**src/rtl/rc4_ksa_if.sv**
```systemverilog
// rc4_ksa_if: run request, key and S-memory port bundle for rc4_ksa
interface rc4_ksa_if #(
  parameter int KEY_BYTES = 3,
  parameter int ADDR_W    = 8
);
  logic                   start;
  logic [8*KEY_BYTES-1:0] secret_key;
  logic [ADDR_W-1:0]      mem_addr;
  logic [ADDR_W-1:0]      mem_wdata;
  logic                   mem_wr_en;
  logic [ADDR_W-1:0]      mem_rdata;
  logic                   task_on;
  logic                   fin_strobe;
  modport master (
    input  start, secret_key, mem_rdata,
    output mem_addr, mem_wdata, mem_wr_en, task_on, fin_strobe
  );
  modport slave (
    output start, secret_key, mem_rdata,
    input  mem_addr, mem_wdata, mem_wr_en, task_on, fin_strobe
  );
endinterface

```
**src/rtl/rc4_ksa.sv**
```systemverilog
// rc4_ksa: RC4 key-scheduling over an external S-memory; define RC4_KSA_INIT_EN to build the S[i]=i fill phase
module rc4_ksa #(
  parameter int KEY_BYTES = 3,
  parameter int ADDR_W    = 8
) (
  input  logic           clk,
  input  logic           rst,
  rc4_ksa_if.master      bus
);
  localparam int KW = (KEY_BYTES > 1) ? $clog2(KEY_BYTES) : 1;
  localparam logic [KW-1:0] K_LAST = KW'(KEY_BYTES - 1);
  localparam logic [ADDR_W-1:0] I_LAST = '1;
  typedef enum logic [2:0] {
    IDLE,
`ifdef RC4_KSA_INIT_EN
    INIT,
`endif
    RD_I,
    RD_J,
    WAIT_J,
    WR_I,
    WR_J,
    DONE
  } state_t;
  state_t                 state_q, state_d;
  logic [ADDR_W-1:0]      i_q, i_d, j_q, j_d, si_q, si_d, sj_q, sj_d;
  logic [KW-1:0]          k_q, k_d;
  logic [8*KEY_BYTES-1:0] key_q, key_d;
  logic [ADDR_W-1:0]      kb, j_new;
  // next-state, datapath updates and memory port drive
  always_comb begin
    state_d = state_q;
    i_d = i_q;
    j_d = j_q;
    si_d = si_q;
    sj_d = sj_q;
    k_d = k_q;
    key_d = key_q;
    bus.mem_addr = '0;
    bus.mem_wdata = '0;
    bus.mem_wr_en = 1'b0;
    bus.task_on = state_q != IDLE;
    bus.fin_strobe = state_q == DONE;
    kb = key_q[8*(KEY_BYTES-1-int'(k_q)) +: ADDR_W];
    j_new = j_q + bus.mem_rdata + kb;
    case (state_q)
      IDLE: if (bus.start) begin
        key_d = bus.secret_key;
        i_d = '0;
        j_d = '0;
        k_d = '0;
`ifdef RC4_KSA_INIT_EN
        state_d = INIT;
`else
        state_d = RD_I;
`endif
      end
`ifdef RC4_KSA_INIT_EN
      INIT: begin
        bus.mem_addr = i_q;
        bus.mem_wdata = i_q;
        bus.mem_wr_en = 1'b1;
        i_d = i_q + 1'b1;
        state_d = (i_q == I_LAST) ? RD_I : INIT;
      end
`endif
      RD_I: begin
        bus.mem_addr = i_q;
        state_d = RD_J;
      end
      RD_J: begin
        si_d = bus.mem_rdata;
        j_d = j_new;
        bus.mem_addr = j_new;
        state_d = WAIT_J;
      end
      WAIT_J: begin
        sj_d = bus.mem_rdata;
        state_d = WR_I;
      end
      WR_I: begin
        bus.mem_addr = i_q;
        bus.mem_wdata = sj_q;
        bus.mem_wr_en = 1'b1;
        state_d = WR_J;
      end
      WR_J: begin
        bus.mem_addr = j_q;
        bus.mem_wdata = si_q;
        bus.mem_wr_en = 1'b1;
        k_d = (k_q == K_LAST) ? '0 : k_q + 1'b1;
        i_d = (i_q == I_LAST) ? i_q : i_q + 1'b1;
        state_d = (i_q == I_LAST) ? DONE : RD_I;
      end
      DONE: state_d = IDLE;
      default: state_d = IDLE;
    endcase
  end
  // state and datapath registers with synchronous active-low reset
  always_ff @(posedge clk) begin
    if (!rst) begin
      state_q <= IDLE;
      i_q <= '0;
      j_q <= '0;
      si_q <= '0;
      sj_q <= '0;
      k_q <= '0;
      key_q <= '0;
    end else begin
      state_q <= state_d;
      i_q <= i_d;
      j_q <= j_d;
      si_q <= si_d;
      sj_q <= sj_d;
      k_q <= k_d;
      key_q <= key_d;
    end
  end
endmodule

```
**src/flat_wrapper.sv**
```systemverilog
// flat-port wrapper written by rule: the top's interface ports become plain ports
module rc4_ksa_flat 
#(
  parameter int KEY_BYTES = 3,
  parameter int ADDR_W    = 8
)
  (clk, rst, bus_start, bus_secret_key, bus_mem_rdata, bus_mem_addr, bus_mem_wdata, bus_mem_wr_en, bus_task_on, bus_fin_strobe);
  rc4_ksa_if #(.KEY_BYTES(KEY_BYTES), .ADDR_W(ADDR_W)) bus_i ();
  input  logic clk;
  input  logic rst;
  input wire logic [$bits(bus_i.start)-1:0] bus_start;
  input wire logic [$bits(bus_i.secret_key)-1:0] bus_secret_key;
  input wire logic [$bits(bus_i.mem_rdata)-1:0] bus_mem_rdata;
  output wire logic [$bits(bus_i.mem_addr)-1:0] bus_mem_addr;
  output wire logic [$bits(bus_i.mem_wdata)-1:0] bus_mem_wdata;
  output wire logic [$bits(bus_i.mem_wr_en)-1:0] bus_mem_wr_en;
  output wire logic [$bits(bus_i.task_on)-1:0] bus_task_on;
  output wire logic [$bits(bus_i.fin_strobe)-1:0] bus_fin_strobe;
  assign bus_i.start = bus_start;
  assign bus_i.secret_key = bus_secret_key;
  assign bus_i.mem_rdata = bus_mem_rdata;
  assign bus_mem_addr = bus_i.mem_addr;
  assign bus_mem_wdata = bus_i.mem_wdata;
  assign bus_mem_wr_en = bus_i.mem_wr_en;
  assign bus_task_on = bus_i.task_on;
  assign bus_fin_strobe = bus_i.fin_strobe;
  rc4_ksa #(.KEY_BYTES(KEY_BYTES), .ADDR_W(ADDR_W)) u_core (.clk(clk), .rst(rst), .bus(bus_i));
endmodule
```
**config.mk**
```make
export PLATFORM = sky130hd
export DESIGN_NAME = rc4_ksa_flat
export DESIGN_NICKNAME = d
export VERILOG_FILES = /design/src/rtl/rc4_ksa_if.sv /design/src/rtl/rc4_ksa.sv /design/src/flat_wrapper.sv
export SDC_FILE = /design/constraint.sdc
export NUM_CORES = 1
export LEC_CHECK = 0
export BUFFER_PORTS_ARGS = -buffer_cell sky130_fd_sc_hd__buf_4
export CAP_MARGIN = 30
export CORE_UTILIZATION = 40
export CTS_CLUSTER_DIAMETER = 30
export DETAILED_ROUTE_END_ITERATION = 6
export PLACE_DENSITY = 0.69
export SLEW_MARGIN = 20
export SYNTH_ARGS = -nofsm -noshare
export SYNTH_HDL_FRONTEND = slang
export SYNTH_SLANG_ARGS = --single-unit
```
**constraint.sdc**
```tcl
create_clock -name clk -period 4 [get_ports clk]
set_clock_uncertainty 0.1 [all_clocks]
set_input_delay 0.2 -clock clk [delete_from_list [all_inputs] [get_ports clk]]
set_output_delay 0.2 -clock clk [all_outputs]
set_load 0.02 [all_outputs]
```
# Yosys cells after proc, flatten, opt, wreduce, memory -nomap -nowiden
# Cells that the tools add are included.
[totals]
regBits = 61
output_inout_bits = 19
wordCells = 46
inputBits = 35
[op_classes]
shifts = 1
n_eq_ne = 10
addsub = 5
n_reduce_logical = 10
muxes = 13
[op_table]
columns = ["operator", "n"]
rows = [
  ["8-bit one-hot mux with 2 select lines", 3],
  ["24-bit by 32-bit variable part select with 8-bit output", 1],
  ["8-bit one-hot mux with 3 select lines", 1],
  ["3-bit one-hot mux with 6 select lines", 1],
  ["8-bit adder", 2],
  ["8-bit 2-to-1 mux", 2],
  ["3-bit == test (second input constant)", 3],
  ["8-bit by 1-bit adder with 8-bit output (second input constant)", 1],
  ["8-bit == test (second input constant)", 1],
  ["3-bit by 2-bit == test with 1-bit output (second input constant)", 2],
  ["3-bit 2-to-1 mux", 2],
  ["2-bit AND reduction", 3],
  ["2-bit 2-to-1 mux", 2],
  ["2-bit inequality test (second input constant)", 2],
  ["2-bit one-hot mux with 2 select lines", 1],
  ["2-bit nonzero test", 2],
  ["2-bit OR reduction", 2],
  ["3-bit by 1-bit == test with 1-bit output (second input constant)", 1],
  ["3-bit zero test", 1],
  ["3-bit AND reduction", 1],
  ["3-bit nonzero test", 1],
  ["2-bit by 2-bit subtractor with 3-bit output (first input constant)", 1],
  ["2-bit by 1-bit adder with 2-bit output (second input constant)", 1],
  ["2-bit == test (second input constant)", 1],
  ["1-bit 2-to-1 mux", 1],
]

# Logic depth before layout (Yosys ltp)
# Gate-level depths: netlist of the first run.
[logic_depth]
word_depth = 4
mapped_depth = 17
depth_no_buf = 15

# Least setup slack after synthesis of the first run
# Ideal clock, no wire load.
[synth_timing]
path_kind = "reg2out"
startpoint = "reg u_core.k_q[0]"
endpoint = "out bus_mem_addr[7]"
path_buffers = 3
t_required_ns = 3.700
stages_incl_launch_ff = 17
arrival_ns = 3.442
setup_slack_ns = 0.258
path_cell_list = "dfxtp_1 buf_2 inv_1 ha_1 buf_6 clkbuf_1 mux2i_1 nor2_1 a31oi_1 nor2_1 fa_1 ha_1 o21a_1 o31ai_1 a21oi_1 xor2_1 o22ai_1"
[synth_via]
elab_chain_cells = 4
[synth_rtl]
columns = ["item", "line", "text"]
rows = [
  ["start, declared", "rc4_ksa.sv:27", "logic [KW-1:0] k_q, k_d;"],
  ["start signal, assigned", "rc4_ksa.sv:115", "k_q <= k_d;"],
  ["2-bit by 2-bit subtractor with 3-bit output", "rc4_ksa.sv:44", "kb = key_q[8*(KEY_BYTES-1-int'(k_q)) +: ADDR_W];"],
  ["24-bit by 32-bit variable part select with 8-bit output", "rc4_ksa.sv:44", ""],
  ["8-bit adder", "rc4_ksa.sv:45", "j_new = j_q + bus.mem_rdata + kb;"],
  ["8-bit one-hot mux with 3 select lines", "rc4_ksa.sv:46", "case (state_q)"],
  ["end, declared", "flat_wrapper.sv:14", "output wire logic [$bits(bus_i.mem_addr)-1:0] bus_mem_addr;"],
]
# No other way between the ends.

# Worst setup path in the final report of the first run
# Ends and elaborated chain as after synthesis.

==> results.txt, run 1 <==
----------------------------------------------------
[Detailed routing]
  Number of design rule violations left after detail routing ... 0
  Number of vias after detailed routing ... approximately 3000
  Average vias per placed instance ... approximately 5.1
  Total routed wirelength ... 8330 µm
  Mean routed wirelength per cell ... 14.2 µm
  Post-route ant nets ... 0
  First-pass iteration count of the detailed router ... 4
  Drt first-iter violations ... 146

[Synth]
  Synthesized-area fraction occupied by ao, oa, aoi and oai cells ... 17.8%
  Count of warnings emitted by yosys ... 0
  Post-synthesis simple-gate area fraction ... 21.4%
  Area share of the largest cell type after synthesis ... 36.2%
  Cells taking the most area after synthesis ... sky130_fd_sc_hd__dfxtp_1 36%, sky130_fd_sc_hd__nand2_1 9.2%, sky130_fd_sc_hd__a21boi_1 8.5%, sky130_fd_sc_hd__mux2i_1 8.0%, sky130_fd_sc_hd__fa_1 4.7%
  Adder-Cell Fraction of Synth Area ... 8.46%
  Net count after synthesis ... 462
  Count of different cell masters after synthesis ... 41
  Post-synthesis sequential area ratio ... 36.2%
  Synthesized netlist cell count ... 409
  Post-synthesis share of cell area spent on xor and xnor gates ... 3.38%
  Post-synthesis average cell area ... around 8 µm²
  Synth area leader ... sky130_fd_sc_hd__dfxtp_1
  Number of flip-flops and latches in the synthesized netlist ... 61
  Main combinational cell family by area after synthesis ... simple AND/OR/NAND/NOR gates
  Syn Std Cell Area ... about 3400 µm²
  Mux contribution to synthesized area ... 8.01%

[Power and ir drop]
  PwrDens ... 344 nW/µm²
  Overall power ... 1.48 mW
  Max rail drop VDD ... 0.193 mV
  Leakage power total ... between 1.5 and 2 nW

[Finish]
  Post-route core utilization ... a little over half
  Diode insertion count for antenna repair ... 0
  Fin nets ... 530
  Fraction of final layout cells with drive strength greater than 1 ... 19.5%
  Final non-filler cell area ... roughly 4300 µm²
  Filler cells ... 795
  Multi-input combinational cell area ... 2040 µm²
  Cell Count, Final, Fillers Out ... 587
  Syn-to-layout area delta ... 27.6%
  Sequential cell area ... 1220 µm²

[Min path]
  Worst hold-check path type ... in2reg
  Worst hold endpoint ... u_core.key_q[9]
  WHS Path Cells ... 3
  Worst hold start ... bus_secret_key[9]

[STA]
  Minimum clock period after layout ... 3.91 ns
  Final-report max-slew violation count ... 0
  Min setup slack post-route ... 0.0857 ns
  Headroom to the max-slew limit ... 41.1%
  Slew at the pin with the worst max-slew slack ... between 0.8 and 0.9 ns
  Final hold viol count ... 0
  Max Clock Freq ... 255 MHz
  Total negative slack ... 0 ns
  Final hold slack ... 0.0210 ns
  Fin crit share ... between 90% and 100%
  Number of endpoints failing setup at the final stage ... 0

[Floorplanning]
  Die footprint ... 8800 µm²
  Number of cell rows ... 33
  Height of the die ... 93.8 µm
  # IOs ... 54
  Core Box Area ... about 8000 µm²
  Starting density of the core ... 41.2%
  Die width ... 93.8 µm

[Critical path]
  Top delay family on crit path ... adder cells
  Reg2reg start ... u_core.k_q[0]
  Count of cells along the worst register-to-register path ... 18
  FF-to-FF End ... u_core.j_q[7]
  Buffers and inverters on the worst path ... 3
  Reg-to-reg setup timing slack ... 0.45 ns
  CP Data Arrival Time ... 3.61 ns
  Required arrival time at the worst endpoint ... approximately 3.7 ns
  Setup Crit Path Kind ... reg2out
  Nature of the critical path endpoint ... output port
  Crit Path Max Fanout ... 7
  Slowest stage cell, crit path ... sky130_fd_sc_hd__fa_1
  Longest individual stage delay on the worst path ... 0.50 ns
  Startpoint of the most critical setup path ... u_core.k_q[0]
  CP Cell Sequence ... inv_2, ha_4, mux2i_1, nor2_1, a31oi_1, nor2_1, fa_1, ha_2, inv_2, fa_2, nor2b_2, o31ai_2, a21oi_2, xor2_1, o22ai_1, buf_4
  Launching element type of the critical path ... flop

[Clock tree]
  Clk pin slew, worst setup/hold paths ... 0.06 ns
  Clock latency of the later-clocked register in the worst-skew pair ... 0.34 ns
  Largest buffer count on any clock path ... 2
  Root Buffer ... sky130_fd_sc_hd__clkbuf_8
  Number of clock buffers inserted by TritonCTS ... 9
  Level count of the clock H-tree ... 3
  Num Clock Sinks ... 61
  CTS tree ... built

[Placed design]
  Post-placement cell count ... 544
  Placed instance area ... 3810 µm²
  Final estimated routing congestion in global placement ... 0.930
  IO Port Bufs ... 53
  HPWL reported at the end of detailed placement ... 5680 µm
  Worst slack, placed ... 0.233 ns

[GRT]
  GRT overflow ... 0
  Antenna violations before repair ... 0
  GRT Resource Usage Total ... roughly 20%
  Largest net degree at the start of global routing ... 59
  Global-route wire length before repair ... 13300 µm
  Number of global-route vias before repair ... 2722

[Outcome]
  Outcome ... completed

[Flow run]
  Max capacitance violation total ... 0

----------------------------------------------------
kinds of logic (layout without fill, tap and decap cells):
group | Yosys count | count (layout)
DFF | 61 | 61
and+or+nand+nor | 166 | 166
buffers and inverters | 37 | 110
AOI/OAI and AO/OA | 87 | 87
muxes | 27 | 27
adders and majority gates | 18 | 18
xor gates and xnor gates | 13 | 13
area by class of cell:
cell class,instances,area share [%]
Inverter,10,0.872
Clock inverter,4,0.523
Timing Repair Buffer,84,16.0
Sequential cell,61,28.4
Multi-Input combinational cell,311,47.5
Tap cell,105,3.05
Clock buffer,12,3.61
sequential cells by signal (all words and copies together), names as in the netlist:
register / flops
u_core.i_q: 8
u_core.si_q: 8
u_core.key_q: 24
u_core.j_q: 8
u_core.state_q: 3
u_core.k_q: 2
u_core.sj_q: 8
cells in the final DEF (no fill, tap or decap), drive strengths merged, types with 3 or more instances in the layout:
master and count:
nand3 12, nor2 42, a31oi 10, a21boi 40
dfxtp 61, a211oi 3, nand4 4, xnor2 11
ha 10, and2 7, a22oi 5, dlygate4sd3 22
a21oi 5, nor2b 9, o21ai 13, o22ai 3
inv 10, fa 8, clkbuf 12, clkinv 3
buf 62, nand2 83, mux2i 27
Yosys cell counts:
| cell type | n |
|---|---|
| sky130_fd_sc_hd__inv_1 | 9 |
| sky130_fd_sc_hd__o211ai_1 | 2 |
| sky130_fd_sc_hd__o21a_1 | 2 |
| sky130_fd_sc_hd__or2_0 | 1 |
| sky130_fd_sc_hd__nand4_1 | 4 |
| sky130_fd_sc_hd__o22ai_1 | 3 |
| sky130_fd_sc_hd__a211oi_2 | 1 |
| sky130_fd_sc_hd__a22oi_1 | 5 |
| sky130_fd_sc_hd__o21bai_1 | 1 |
| sky130_fd_sc_hd__xor2_1 | 2 |
| sky130_fd_sc_hd__xnor2_1 | 11 |
| sky130_fd_sc_hd__inv_2 | 1 |
| sky130_fd_sc_hd__or3_1 | 1 |
| sky130_fd_sc_hd__nor2_1 | 42 |
| sky130_fd_sc_hd__nor2b_1 | 9 |
| sky130_fd_sc_hd__nand2_1 | 83 |
| sky130_fd_sc_hd__and2_1 | 7 |
| sky130_fd_sc_hd__a21o_1 | 2 |
| sky130_fd_sc_hd__o21ai_2 | 1 |
| sky130_fd_sc_hd__nand3_1 | 12 |
| sky130_fd_sc_hd__a211oi_1 | 2 |
| sky130_fd_sc_hd__and3_1 | 2 |
| sky130_fd_sc_hd__nand2b_1 | 1 |
| sky130_fd_sc_hd__dfxtp_1 | 61 |
| sky130_fd_sc_hd__o21ai_1 | 8 |
| sky130_fd_sc_hd__and3b_1 | 1 |
| sky130_fd_sc_hd__a21boi_0 | 2 |
| sky130_fd_sc_hd__clkbuf_1 | 16 |
| sky130_fd_sc_hd__nor3_2 | 1 |
| sky130_fd_sc_hd__or4b_1 | 1 |
| sky130_fd_sc_hd__o21ai_0 | 4 |
| sky130_fd_sc_hd__o31ai_1 | 1 |
| sky130_fd_sc_hd__ha_1 | 10 |
| sky130_fd_sc_hd__nand3b_1 | 1 |
| sky130_fd_sc_hd__mux2i_1 | 27 |
| sky130_fd_sc_hd__a21boi_1 | 38 |
| sky130_fd_sc_hd__a21oi_1 | 5 |
| sky130_fd_sc_hd__buf_6 | 1 |
| sky130_fd_sc_hd__a31oi_1 | 10 |
| sky130_fd_sc_hd__fa_1 | 8 |
| sky130_fd_sc_hd__buf_2 | 10 |
where the power goes:
part	leakage, nW	internal [mW]	switching [mW]
Sequential	0.497	0.640	0.0336
Clock	0.0921	0.255	0.236
Combinational	1.15	0.148	0.167
Total	1.74	1.04	0.437
worst reg2reg max path: cells and delay by family (launching register included):
kind | cells | cell delay, ns
buffers and inverters | 5 | 0.53
flip-flops | 1 | 0.35
adder cells (fa/ha/maj) | 4 | 1.15
AND/OR/NAND/NOR | 5 | 0.63
AO/OA/AOI/OAI | 3 | 0.56
multiplexers | 1 | 0.18
what timing repair did:
action / in CTS / in global routing
hold buffers: 21 / 1
buffers inserted: 1 / 4
endpoints found under the hold margin: 21 / 1
resized for setup: 2 / 13
endpoints found under the setup margin: 3 / 3
pin swaps: 1 / 6
worst max-delay path by stage:
stage / to / slack (ns) / cells past startpoint
2_1_floorplan: bus_mem_addr[7] / 0.26 / 16
3_3_place_gp: bus_mem_addr[7] / 0.29 / 16
3_5_place_dp: bus_mem_addr[7] / 0.23 / 16
4_1_cts: bus_mem_addr[7] / 0.01 / 16
5_1_grt: bus_mem_addr[7] / -0.07 / 16
6_report: bus_mem_addr[7] / 0.09 / 16
routing by layer:
metal	track usage (%)	part of all wire, %	vias up
met5	0	0	-
met3	5.58	5.0	5
met2	33.4	49	70
li1	-	-	1520
met1	24.8	45	1412
met4	6.28	0.80	0
Note: power is estimated with default switching activity, not from simulation.
==> inputs of run 2 (changes only) <==
--- a/config.mk
+++ b/config.mk
@@ -7,6 +7,7 @@
 export LEC_CHECK = 0
 export BUFFER_PORTS_ARGS = -buffer_cell sky130_fd_sc_hd__buf_4
 export CAP_MARGIN = 30
+export CORE_MARGIN = 3
 export CORE_UTILIZATION = 40
 export CTS_CLUSTER_DIAMETER = 30
 export DETAILED_ROUTE_END_ITERATION = 6
==> run 2 against run 1 <==
Sequential power about the same. Non-clock buffer count decreased by 11. Die area increased by 8.7%. Global-route usage decreased by 2.2 points. Routed wire length decreased by 0.58%. Via count decreased by 0.83%. Critical path type unchanged. Highest routed layer unchanged.
==> results.txt, run 2 (synthesized netlist as in run 1, its figures left out) <==
----------------------------------------------------
[Outcome]
  Outcome ... completed

[Finish]
  Diode insertion count for antenna repair ... 0
  Filler cells ... roughly 750
  Largest register FFs ... 24
  Most common library cell in the layout ignoring fill and taps ... sky130_fd_sc_hd__nand2_1
  Fin nets ... 519
  Register ranked first by flip-flop count ... u_core.key_q
  Commonest cells after routing, fill and taps aside ... 83 x sky130_fd_sc_hd__nand2_1, 59 x sky130_fd_sc_hd__dfxtp_1, 56 x sky130_fd_sc_hd__buf_4
  Syn-to-layout area delta ... 25.9%
  Fraction of final layout cells with drive strength greater than 1 ... 18.7%

[STA]
  Slew at the pin with the worst max-slew slack ... 0.923 ns
  Min setup slack post-route ... 0.207 ns
  Number of endpoints failing setup at the final stage ... 0
  Headroom to the max-slew limit ... 38.4%
  RSZ-0062 raised after global routing ... false
  Minimum clock period after layout ... approximately 3.8 ns
  Fin crit share ... 94.8%
  Total negative slack ... 0 ns
  Max Clock Freq ... roughly 260 MHz
  Final-report max-slew violation count ... 0
  Final hold viol count ... 0

[Flow run]
  Max capacitance violation total ... 0

[Floorplanning]
  Die width ... roughly 100 µm
  Number of cell rows ... 32
  Core Box Area ... 7970 µm²
  # IOs ... 54
  Die footprint ... 9570 µm²
  Height of the die ... 97.8 µm
  Starting density of the core ... approximately 42%

[Critical path]
  FF-to-FF End ... u_core.j_q[7]
  Crit path capture ... bus_mem_addr[7]
  Reg-to-reg setup timing slack ... 0.76 ns
  Launching element type of the critical path ... flop
  Slowest stage cell, crit path ... sky130_fd_sc_hd__fa_1
  CP Data Arrival Time ... 3.49 ns
  Nature of the critical path endpoint ... output port
  Crit Path Max Fanout ... 4
  Reg2reg start ... u_core.k_q[1]
  Setup Crit Path Kind ... reg2out
  CP Cell Sequence ... inv_2, ha_4, mux2i_1, nor2_1, a31oi_1, nor2_1, fa_1, ha_2, inv_2, fa_2, nor2b_4, o31ai_4, a21oi_2, xor2_1, o22ai_1, buf_4
  Startpoint of the most critical setup path ... u_core.k_q[1]
  Longest individual stage delay on the worst path ... 0.50 ns
  Required arrival time at the worst endpoint ... 3.70 ns
  Count of cells along the worst register-to-register path ... 14

[GRT]
  GRT Resource Usage Total ... 17.8%
  GRT overflow ... 0
  Antenna violations before repair ... 0
  Global-route wire length before repair ... 13800 µm
  Number of global-route vias before repair ... 2846
  Largest net degree at the start of global routing ... 59

[Placed design]
  IO Port Bufs ... between 50 and 60
  HPWL reported at the end of detailed placement ... 5940 µm
  Final estimated routing congestion in global placement ... 0.829
  Worst slack, placed ... 0.241 ns

[Clock tree]
  CTS tree ... built
  Largest buffer count on any clock path ... 2
  Clock latency of the later-clocked register in the worst-skew pair ... 0.35 ns
  Root Buffer ... sky130_fd_sc_hd__clkbuf_8
  Num Clock Sinks ... ~60
  Level count of the clock H-tree ... 3
  Number of clock buffers inserted by TritonCTS ... 9
  Clk pin slew, worst setup/hold paths ... 0.06 ns

[Detailed routing]
  Drt first-iter violations ... 82
  Average vias per placed instance ... 5.20
  Mean routed wirelength per cell ... 14.4 µm
  Total routed wirelength ... 8280 µm
  First-pass iteration count of the detailed router ... 4
  Number of design rule violations left after detail routing ... 0
  Post-route ant nets ... 0
  Number of vias after detailed routing ... 2982

[Power and ir drop]
  PwrDens ... 375 nW/µm²
  Leakage power total ... 1.71 nW
  Max rail drop VDD ... 0.290 mV

[Min path]
  Worst hold-check path type ... in2reg

----------------------------------------------------
-- run 2: final cells by class --
| cell class | instances | area [µm²] | share of cell area [%] |
|---|---|---|---|
| clock inverters | 4 | 70.1 | 1.65 |
| clock buffers | 12 | 155 | 3.66 |
| inverters | 10 | 37.5 | 0.884 |
| multi-input cells | 311 | 2040 | 48.0 |
| repair buffers | 73 | 592 | 13.9 |
| flip-flops and latches | 61 | 1220 | 28.8 |
| well taps | 102 | 128 | 3.01 |
-- run 2: worst min path at each step --
stage                                  start               end  slack, ns  cells past startpoint
after floorplan           bus_secret_key[15]  u_core.key_q[15]       0.23                      2
after global placement       u_core.key_q[1]   u_core.key_q[1]       0.34                      2
after detailed placement     u_core.key_q[4]   u_core.key_q[4]       0.34                      2
after CTS                  bus_secret_key[5]   u_core.key_q[5]      0.002                      3
after global routing      bus_secret_key[20]  u_core.key_q[20]       0.02                      3
final                      bus_secret_key[5]   u_core.key_q[5]       0.01                      3
-- run 2: worst max-delay path: cells and delay by family (launching register included) --
| family | cells | cell delay, ns |
|---|---|---|
| flip-flops | 1 | 0.35 |
| adder cells (fa/ha/maj) | 4 | 1.36 |
| AO/OA/AOI/OAI | 4 | 0.51 |
| buffers and inverters | 3 | 0.28 |
| XOR/XNOR | 1 | 0.17 |
| multiplexers | 1 | 0.18 |
| AND/OR/NAND/NOR | 3 | 0.28 |
-- run 2: metal layers --
layer / global-route usage (%) / share of wire [%]
met2: 29.9 / 48
met1: 22.4 / 47
met4: 5.32 / 1.3
met5: 0 / 0
met3: 4.57 / 4.3
-- run 2: stage by stage --
step	utilization, %	power (mW)	instances	instance area [µm²]	hold slack [ns]
2_1_floorplan	-	0.869	409	3370	0.235
3_3_place_gp	47.7	0.953	540	3800	0.344
3_5_place_dp	47.7	0.961	540	3800	0.345
4_1_cts	52.7	1.60	572	4200	0.00199
5_1_grt	53.3	1.67	573	4240	0.0164
6_report	53.3	1.59	573	4240	0.0142
-- run 2: timing repair --
item | 4_1_cts | 5_1_grt
setup endpoints to repair | 2 | 3
hold buffers | 16 | 0
resized for setup | 4 | 12
endpoints found under the hold margin | 16 | 0
pin swaps | 0 | 1
buffers inserted | 0 | 1
-- run 2: power breakdown --
part / switching, mW / leakage [nW] / internal [mW]
combinational: 0.162 / 1.10 / 0.138
clock: 0.234 / 0.116 / 0.383
sequential: 0.0333 / 0.497 / 0.640
total: 0.429 / 1.71 / 1.16
==> inputs of run 3 (changes only) <==
--- a/config.mk
+++ b/config.mk
@@ -5,13 +5,15 @@
 export SDC_FILE = /design/constraint.sdc
 export NUM_CORES = 1
 export LEC_CHECK = 0
+export ABC_AREA = 1
 export BUFFER_PORTS_ARGS = -buffer_cell sky130_fd_sc_hd__buf_4
 export CAP_MARGIN = 30
 export CORE_MARGIN = 3
 export CORE_UTILIZATION = 40
 export CTS_CLUSTER_DIAMETER = 30
+export CTS_CLUSTER_SIZE = 12
 export DETAILED_ROUTE_END_ITERATION = 6
-export PLACE_DENSITY = 0.69
+export PLACE_DENSITY = 0.71
 export SLEW_MARGIN = 20
 export SYNTH_ARGS = -nofsm -noshare
 export SYNTH_HDL_FRONTEND = slang
==> constraint.sdc (replaced) <==
create_clock -name clk -period 3.41 [get_ports clk]
set_clock_uncertainty 0.1 [all_clocks]
set_input_delay 0.1705 -clock clk [delete_from_list [all_inputs] [get_ports clk]]
set_output_delay 0.1705 -clock clk [all_outputs]
set_load 0.02 [all_outputs]
==> run 3 against run 2 <==
The flow now finishes with violations (negative hold slack, negative setup slack). Clock-buffer cell count unchanged. Die area decreased by 2.7%. Via count increased by 11%. Utilization increased by 2.9 points. Area after synthesis decreased by 2.9%. Setup slack got worse by 0.23 ns. Final cell count increased by 14%. Critical path type unchanged. Critical endpoint unchanged.
==> results.txt, run 3 <==
----------------------------------------------------
[Detailed routing]
  Total routed wirelength ... 8920 µm
  Routed metal-1 wire length ... 3910 µm
  Met2 routed wirelength ... 4450 µm
  Uppermost routed layer ... met4
  Detailed route wirelength on metal3 ... 431 µm
  Number of design rule violations left after detail routing ... 0
  First-pass iteration count of the detailed router ... 4
  Number of vias after detailed routing ... between 3000 and 4000
  Mean routed wirelength per cell ... 13.7 µm
  Average vias per placed instance ... approximately 5.1
  Post-route ant nets ... 0
  Drt first-iter violations ... 227

[STA]
  Max Clock Freq ... about 290 MHz
  Fin crit share ... 101%
  Final hold slack ... -0.000684 ns
  Number of endpoints failing setup at the final stage ... 1
  Slew at the pin with the worst max-slew slack ... about 0.52 ns
  Total negative slack ... -0.0251 ns
  Minimum clock period after layout ... 3.44 ns
  Final hold viol count ... 1
  RSZ-0062 raised after global routing ... true
  Min setup slack post-route ... -0.0251 ns
  Final-report max-slew violation count ... 0
  Headroom to the max-slew limit ... 65.0%

[Finish]
  Most common library cell in the layout ignoring fill and taps ... sky130_fd_sc_hd__nand2_1
  Commonest cells after routing, fill and taps aside ... 110 x sky130_fd_sc_hd__nand2_1, 61 x sky130_fd_sc_hd__a21oi_1, 59 x sky130_fd_sc_hd__dfxtp_1
  Fin nets ... 597
  Final non-filler cell area ... 4410 µm²
  Diode insertion count for antenna repair ... 0
  Filler cells ... around 740
  Register ranked first by flip-flop count ... u_core.key_q
  Syn-to-layout area delta ... 34.6%
  Sequential cell area ... 1220 µm²
  Largest register FFs ... 24
  Multi-input combinational cell area ... 1940 µm²
  Fraction of final layout cells with drive strength greater than 1 ... 24.2%
  Post-route core utilization ... 56.2%

[Power and ir drop]
  Max rail drop VDD ... 0.172 mV
  Power share of the sequential group ... 41.9%
  Internal power consumption ... about 1.3 mW
  Leakage power total ... 1.85 nW
  Switching fraction of total power ... 30.3%
  Net switching power of the design ... 0.573 mW
  Clock Power Share ... 33.6%
  Overall power ... 1.89 mW
  PwrDens ... about 430 nW/µm²
  Logic gate share of total power ... 24.5%

[Synth]
  Cells taking the most area after synthesis ... sky130_fd_sc_hd__dfxtp_1 37%, sky130_fd_sc_hd__nand2_1 13%, sky130_fd_sc_hd__a21oi_1 11%, sky130_fd_sc_hd__inv_1 5.8%, sky130_fd_sc_hd__o21ai_0 5.7%
  Most common cell in the synthesized netlist ... sky130_fd_sc_hd__nand2_1
  Number of synthesized flops with an enable pin ... 0
  Async set or reset register ratio after synthesis ... 0%
  Count of different cell masters after synthesis ... 33
  Syn Std Cell Area ... around 3300 µm²
  Mux contribution to synthesized area ... 0%
  Adder-Cell Fraction of Synth Area ... 8.71%
  Post-synthesis share of cell area spent on xor and xnor gates ... 0.535%
  Post-synthesis average cell area ... 6.98 µm²
  Post-synthesis simple-gate area fraction ... about a quarter
  Count of warnings emitted by yosys ... 0
  Net count after synthesis ... 522
  Synth area leader ... sky130_fd_sc_hd__dfxtp_1
  Number of flip-flops and latches in the synthesized netlist ... ~60
  Area share of the largest cell type after synthesis ... 37.3%
  Post-synthesis sequential area ratio ... 37.3%
  Main combinational cell family by area after synthesis ... simple AND/OR/NAND/NOR gates
  Synthesized-area fraction occupied by ao, oa, aoi and oai cells ... 19.5%
  Leading post-synthesis cells by instance count ... 117 x sky130_fd_sc_hd__nand2_1, 69 x sky130_fd_sc_hd__a21oi_1, 61 x sky130_fd_sc_hd__dfxtp_1, 51 x sky130_fd_sc_hd__inv_1, 37 x sky130_fd_sc_hd__o21ai_0
  Dominant synthesized flop cell ... sky130_fd_sc_hd__dfxtp_1
  Synthesized netlist cell count ... 469

[Critical path]
  Crit Path Max Fanout ... 8
  CP Data Arrival Time ... roughly 3.2 ns
  Launching element type of the critical path ... flop
  Setup Crit Path Kind ... reg2out
  Nature of the critical path endpoint ... output port
  Required arrival time at the worst endpoint ... 3.14 ns

[Placed design]
  Final estimated routing congestion in global placement ... 0.927
  IO Port Bufs ... 53
  Placed instance area ... 3770 µm²
  HPWL reported at the end of detailed placement ... 6310 µm

[GRT]
  GRT Resource Usage Total ... 19.6%
  Global-route wire length before repair ... 14300 µm
  GRT overflow ... 0
  Number of global-route vias before repair ... 3149
  Largest net degree at the start of global routing ... 33
  Antenna violations before repair ... 0

[Floorplanning]
  # IOs ... 54
  Die footprint ... 9310 µm²
  Core Box Area ... 7850 µm²
  Number of cell rows ... 32
  Height of the die ... 96.5 µm
  Die width ... 96.5 µm
  Starting density of the core ... 41.7%

[Clock tree]
  Largest buffer count on any clock path ... 2
  CTS tree ... built
  Clk pin slew, worst setup/hold paths ... 0.07 ns
  Root Buffer ... sky130_fd_sc_hd__clkbuf_8
  Clock latency of the later-clocked register in the worst-skew pair ... roughly 0.34 ns
  Number of clock buffers inserted by TritonCTS ... 9
  Level count of the clock H-tree ... 3
  Num Clock Sinks ... 61

[Min path]
  Worst hold-check path type ... in2reg

[Flow run]
  Max capacitance violation total ... 0

[Outcome]
  Violations in the final reports ... negative hold slack, negative setup slack
  Outcome ... finished, violations left

----------------------------------------------------
## run 3: through the flow
stage	std cells	setup WS (ns)
global route	651	-0.127
CTS	649	0.000379
finish	651	-0.0251
floorplan	469	0.0191
detailed placement	611	0.0664
global placement	610	0.178
## run 3: path summary, 6_finish.rpt
check | start | endpoint | slack (ns) | cells after the start
max | u_core.k_q[1] | bus_mem_addr[7] | -0.03 | 18
min | bus_mem_rdata[3] | u_core.sj_q[3] | -0.0007 | 3
max reg2reg | u_core.k_q[1] | u_core.j_q[7] | 0.49 | 16
min reg2reg | u_core.si_q[0] | u_core.si_q[0] | 0.35 | 2
## run 3: repair_timing
action                                 4_1_cts  5_1_grt
setup endpoints to repair                    6        6
setup buffers                                4        2
hold buffers                                18        0
gates resized for setup                     23       40
cloned                                       0        0
endpoints found under the hold margin       18        0
pin swaps                                   14       27
## run 3: layout make-up
type / instances / share of cell area (%)
multi-input cells: 335 / 44.1
flip-flops and latches: 61 / 27.7
repair buffers: 83 / 16.2
inverters: 54 / 4.71
clock buffers: 12 / 3.29
well taps: 102 / 2.89
clock inverters: 4 / 1.08
## run 3: power by group through the flow
stage	logic, mW	clock network [mW]	registers [mW]
after floorplan	0.256	0	0.799
after global placement	0.356	0	0.806
after detailed placement	0.366	0	0.808
after CTS	0.416	0.638	0.792
after global routing	0.518	0.674	0.797
final	0.464	0.637	0.793
## run 3: kinds of logic after synthesis
| family | Yosys count |
|---|---|
| compound gates | 122 |
| xor+xnor | 2 |
| fa+ha+maj | 18 |
| buf+inv | 73 |
| flops | 61 |
| simple gates | 193 |
## run 3: critical path: stages, from the launching register on
cell                      delay (ns)
sky130_fd_sc_hd__dfxtp_2        0.35
sky130_fd_sc_hd__inv_2          0.06
sky130_fd_sc_hd__ha_4           0.29
sky130_fd_sc_hd__inv_6          0.05
sky130_fd_sc_hd__buf_8          0.13
sky130_fd_sc_hd__a21oi_1        0.12
sky130_fd_sc_hd__o21ai_0        0.09
sky130_fd_sc_hd__a21oi_1        0.17
sky130_fd_sc_hd__fa_1           0.20
sky130_fd_sc_hd__ha_2           0.20
sky130_fd_sc_hd__inv_2          0.06
sky130_fd_sc_hd__fa_2           0.41
sky130_fd_sc_hd__nor3_2         0.23
sky130_fd_sc_hd__nor2_2         0.08
sky130_fd_sc_hd__inv_1          0.05
sky130_fd_sc_hd__nand2_1        0.06
sky130_fd_sc_hd__nand3_2        0.07
sky130_fd_sc_hd__nand2_2        0.06
sky130_fd_sc_hd__buf_6          0.13
## run 3: layer usage
metal,track usage [%],vias up
met5,0,-
met4,7.48,0
met3,4.18,13
met2,33.0,71
met1,24.6,1538
li1,-,1686
